<file path="config.mk">
export PLATFORM = sky130hd
export DESIGN_NAME = if_fetch_stage
export DESIGN_NICKNAME = d
export VERILOG_FILES = /design/src/rtl/if_fetch_stage.sv
export SDC_FILE = /design/constraint.sdc
export NUM_CORES = 1
export LEC_CHECK = 0
export ABC_AREA = 0
export BUFFER_PORTS_ARGS = -buffer_cell sky130_fd_sc_hd__clkbuf_2
export CAP_MARGIN = 20
export CORE_ASPECT_RATIO = 1.25
export CORE_MARGIN = 2
export CORE_UTILIZATION = 54
export DETAILED_ROUTE_END_ITERATION = 8
export PLACE_DENSITY = 0.9
export SYNTH_ARGS = -nofsm -noshare
export SYNTH_HDL_FRONTEND = slang
export SYNTH_SLANG_ARGS = --single-unit
</file>
<file path="constraint.sdc">
create_clock -name clk -period 11.1 [get_ports clk]
set_input_delay 0.555 -clock clk [delete_from_list [all_inputs] [get_ports clk]]
set_output_delay 0.555 -clock clk [all_outputs]
set_load 0.05 [all_outputs]
</file>
<file path="src/rtl/if_fetch_stage.sv">
// Instruction-fetch stage of the 5-stage pipelined MIPS CPU.
//
// Holds the PC, issues word-aligned fetch requests to a variable-latency
// instruction memory (req/ack), and drives the IF/ID pipeline register
// (inst, dpc4) consumed by decode. Next-PC selection uses decode's redirect
// outputs with delayed-branch semantics: the word written into IF/ID on the
// cycle a redirect is taken is the delay slot and always executes.
//
// Ports:
//   clk, rst     rising-edge clock, asynchronous active-high reset
//   nostall      decode can accept a new instruction this cycle
//   pcsource     next-PC select: 00 pc+4, 01 bpc, 10 da, 11 jpc
//   bpc/jpc/da   branch, jump and jr targets from decode
//   imem_req     fetch request valid (asserted whenever no word is buffered)
//   imem_addr    fetch address, always {pc[31:2], 2'b00}
//   imem_rdata   instruction word, valid with imem_ack
//   imem_ack     memory completes the request this cycle (may be same-cycle)
//   pc           current fetch PC
//   dpc4, inst   IF/ID register: PC+4 and instruction of the word in decode
//   fetch_stall  no fetched word available; decode must insert a bubble
module if_fetch_stage #(
  parameter logic [31:0] RESET_PC = 32'h0000_0000,
  parameter logic [31:0] NOP_INST = 32'h0000_0000
) (
  input  logic        clk,
  input  logic        rst,
  input  logic        nostall,
  input  logic [1:0]  pcsource,
  input  logic [31:0] bpc,
  input  logic [31:0] jpc,
  input  logic [31:0] da,
  output logic        imem_req,
  output logic [31:0] imem_addr,
  input  logic [31:0] imem_rdata,
  input  logic        imem_ack,
  output logic [31:0] pc,
  output logic [31:0] dpc4,
  output logic [31:0] inst,
  output logic        fetch_stall
);

  localparam logic [0:0] REQ  = 1'b0;  // request outstanding
  localparam logic [0:0] HOLD = 1'b1;  // word buffered, decode stalled

  logic [0:0]  state_q;
  logic [31:0] buf_q;
  logic [31:0] pc4;
  logic [31:0] npc;
  logic        avail;
  logic        advance;

  assign pc4         = pc + 32'd4;  // wraps modulo 2^32
  assign imem_addr   = {pc[31:2], 2'b00};
  assign imem_req    = (state_q == REQ);
  assign fetch_stall = (state_q == REQ) && !imem_ack;
  assign avail       = ((state_q == REQ) && imem_ack) || (state_q == HOLD);
  assign advance     = avail && nostall;

  always_comb begin
    npc = pc4;
    unique case (pcsource)
      2'b00: npc = pc4;
      2'b01: npc = bpc;
      2'b10: npc = da;
      2'b11: npc = jpc;
      default: npc = pc4;
    endcase
    npc[1:0] = 2'b00;
  end

  always_ff @(posedge clk or posedge rst) begin
    if (rst) begin
      pc      <= RESET_PC;
      dpc4    <= 32'h0000_0000;
      inst    <= NOP_INST;
      state_q <= REQ;
      buf_q   <= 32'h0000_0000;
    end else if (advance) begin
      inst    <= (state_q == HOLD) ? buf_q : imem_rdata;
      dpc4    <= pc4;
      pc      <= npc;
      state_q <= REQ;
    end else if ((state_q == REQ) && imem_ack) begin
      // Word arrived but decode is stalled: park it and stop requesting.
      buf_q   <= imem_rdata;
      state_q <= HOLD;
    end
  end

endmodule

</file>
After elaboration in Yosys (flattened, before gate mapping) --
Cells that the tools add are included.
Storage, ports and cells: flip-flop bits (word level) 127, latch bits 0, RAM bits 0, bits in read-only memories 0, bits of input ports 134, output and inout bits 130, word-level logic and storage cells 23, memories 0
Operators by class: add/subtract/negate cells 1, multiply operators 0, divide/modulo/power cells 0, $lt $le $gt $ge 0, eq/ne operators 3, shift operators 0, multiplexer cells 4, bitwise operators 2, reduce and logical (&&, ||, !) cells 8
Operators with widths (count):
- $pmux 32 s4 | 1
- $add 32x3->32 const B | 1
- $mux 32 | 1
- $eq 2x2->1 const B | 2
- $logic_and 1x1->1 | 3
- $eq 2x1->1 const B | 1
- $logic_not 2->1 | 1
- $mux 1 | 2
- $not 1->1 | 2
- $reduce_and 2->1 | 1
- $reduce_bool 2->1 | 1
- $logic_not 1->1 | 1
- $logic_or 1x1->1 | 1

Longest topological paths before layout --
depth in word-level cells 6, mapped depth 7

Worst setup path before layout --
Ideal clock, no wire load.
kind reg-to-reg, from register pc[2], to register dpc4[30], setup time 0.142 ns, arrival time 2.052 ns, data required time 10.958 ns, setup slack 8.906 ns, cell stages (with the launch flop) 8, path buffers 2, clock period less this slack 2.194 ns, cell sequence dfrtp_1 ha_1 and3_1 buf_2 nand4_1 buf_2 o311ai_0 o211ai_1
Between the ends: word-level cells in the longest chain between the ends 1
Ends and longest elaborated chain:
- start, declared | line 36 | output logic [31:0] pc,
- start signal, assigned | line 81 | pc <= npc;
- $add 32x3->32 | line 52 | assign pc4 = pc + 32'd4;
- end signal, assigned | line 80 | dpc4 <= pc4;
- end, declared | line 37 | output logic [31:0] dpc4,
No other way between the ends. A chain may end at the register's enable or synchronous reset.

Worst setup path in the final report --
from register pc[2], to register pc[30]
Between the ends: word-level cells in the longest chain between the ends 2
Ends and longest elaborated chain:
- $add 32x3->32 | line 52
- $pmux 32 s4 | line 61 | unique case (pcsource)
No other way between the ends.

==> qor.yml <==
coreArea_um2: 12780
ff2ff_setup_slack_ns: 8.25
numCtsBuffers: 17
cp.arrival_ns: 3.16
synthTopCellsByArea: "dfrtp_1 44%, mux2i_1 8.3%, mux2_2 6.0%"
synth_largest_area_cell: "dfrtp_1"
crit_chain: "ha_1, and3_1, nand4_1, or3_1, a211oi_1"
regToRegEndpoint: "pc[30]"
rsz0062_at_grt: "false"
io_buffers: 251
synth_ff_type: "dfrtp_1"
path_class: "reg2reg"
vias: 6354
fin_crit_sh: 0.2563
postSynthCellCount: 714
final_util: 0.6869
cts_hold_buf: 0
grt_max_degree: 97
drtIter0Drc: 449
cpPeakStageDelay_ns: 0.59
worstMarginPinSlew_ns: 1.093
fillers: 973
ant_nets: 0
cp-end-kind: "register"
hold_viol: 0
critPathMaxFanout: 12
drv_slew: 0
ios: 264
nets: 1036
synth_seq_cells: 125
slew_headroom: 0.2710
drc_errors: 0
cts_tree: "built"
maxCapViolations: 0
finalSetupTns_ns: 0
dieWidth_um: 106.7
placed_cell_area_um2: 8133
fin_skew_ns: 0.01214
r2r_start: "pc[2]"
drt-total-wl_um: 19380
diodes: 0
reg2reg_depth: 5
overflow: 0
syn-cell-area_um2: 7116
synthArstFlopShare: 1.000
peakVddDrop_mv: 0.1228
drive_gt1_frac: 0.3790
clkSlewWorstSetupHoldPaths_ns: 0.06
die_area_um2: 14120
p_leak_uw: 0.004088
fp.dieH_um: 132.3
hold_path_class: "in2async"
worst_setup_path_start_kind: "register"
status: "completed"
antenna_found_initial: 0
synthDistinctLibCells: 55
avgSynthCellArea_um2: 9.966
ctsResizeCount: 0
cts_buffer_depth: 2
required_ns: 11.42
drt-vias-per-instance: 5.878
synth-seq-area-share: 0.4396
dpl.hpwl_um: 14010
avgRoutedWirePerCell_um: 17.93
final_area_um2: 8777
synth-edff-count: 0
fp-row-count: 46
final_cell_mix: "251 x clkbuf_2, 124 x dfrtp_1, 76 x nand2_1"
synth_top_area_frac: 0.4396
insertion_delay_ns: 0.41
place_congestion: 0.8451
period_needed_ns: 2.845
path_buf_inv: 0
max_clock_freq_mhz: 351.5
cts_sinks: 125
initial_core_util: 0.5569
ys.warnings.count: 0
final_common_cell: "clkbuf_2"
area_growth_pct: 23.35
slowest_stage: "dfrtp_1"
grt_pass1_wl_um: 31300
grt_pass1_vias: 6198
cp_top_family: "simple AND/OR/NAND/NOR gates"
grt_use_total: 0.2795
htreeDepth: 4
post_cts_buffers: 0
setup_violations: 0
power_density_nw_per_um2: 216.7
cts_root_buffer: "clkbuf_16"
firstDrtPassIters: 5
==> power by group <==
| group | internal, uW | total, uW | switching (uW) |
|---|---|---|---|
| clock | 399 | 606 | 206 |
| sequential | 544 | 645 | 100 |
| combinational | 169 | 651 | 482 |
| total | 1110 | 1900 | 789 |
==> worst reg2reg max path, cell delays in order, from the launching register on <==
cell and delay, ns:
dfrtp_1 0.59, ha_1 0.34, and3_1 0.48, nand4_1 0.55, or3_1 0.57, a211oi_1 0.23
==> cell type report <==
cell class	count	area, um2	share of cell area
inverter	6	25.02	0.002851
clock buffer	18	429.2	0.04890
sequential	125	3129	0.3565
timing repair buffer	257	1301	0.1483
clock inverter	13	215.2	0.02452
tap	168	210.2	0.02395
multi-input combinational	494	3467	0.3950
==> cells by family (layout without fill, tap and decap cells) <==
logic type | Yosys count | after routing | share of synthesized area
compound gates | 154 | 154 | 0.1421
xor+xnor | 15 | 15 | 0.01846
fa+ha+maj | 1 | 1 | 0.001758
buf+inv | 100 | 294 | 0.07825
flops | 125 | 125 | 0.4396
mux | 105 | 105 | 0.1685
other cells | 1 | 6 | 0.0005270
simple gates | 213 | 213 | 0.1509
==> state kept, by name, indices dropped and copies added (netlist names) <==
name,count
pc,30
inst,32
buf_q,32
dpc4,30
state_q,1
==> per-stage QoR <==
stage / cells / hold slack [ns] / worst slack [ns] / power, uW
2_1_floorplan: 719 / 0.4805 / 7.217 / 1158
3_3_place_gp: 1050 / 0.4606 / 8.304 / 1286
3_5_place_dp: 1050 / 0.4694 / 8.270 / 1303
4_1_cts: 1081 / 0.3257 / 8.266 / 1907
5_1_grt: 1081 / 0.3393 / 8.025 / 1979
6_report: 1081 / 0.2862 / 8.255 / 1902
==> cells in the mapped netlist (6+ instances only) <==
library cell	number
a211oi_1	8
a21oi_1	10
a22o_1	7
a2bb2oi_1	12
a31oi_1	13
and3_1	9
and4_1	6
buf_1	9
buf_2	24
buf_4	40
clkbuf_1	20
dfrtp_1	125
inv_1	6
mux2_2	38
mux2i_1	59
mux4_2	8
nand2_1	76
nand3_1	21
nand4_1	12
nor2_1	34
nor3_1	17
nor4_1	8
o21a_1	6
o21ai_0	61
o22a_1	6
o2bb2ai_1	6
o31ai_1	6
or3_1	7
or4_1	6
xnor2_1	12
==> layer usage <==
metal	share of wire	global-route usage	up-vias
li1	-	-	2950
met1	0.38	0.3377	3023
met2	0.52	0.4795	332
met3	0.070	0.05882	49
met4	0.032	0.1205	0
met5	0	0	-
==> how the worst max path moves through the flow <==
stage	from	to	cells after the start
2_1_floorplan	rst	buf_q[0]	1
3_3_place_gp	state_q	pc[22]	5
3_5_place_dp	state_q	pc[22]	5
4_1_cts	state_q	pc[22]	5
5_1_grt	state_q	pc[22]	5
6_report	pc[2]	pc[30]	5
No activity file was read; power rests on OpenSTA's default activity.
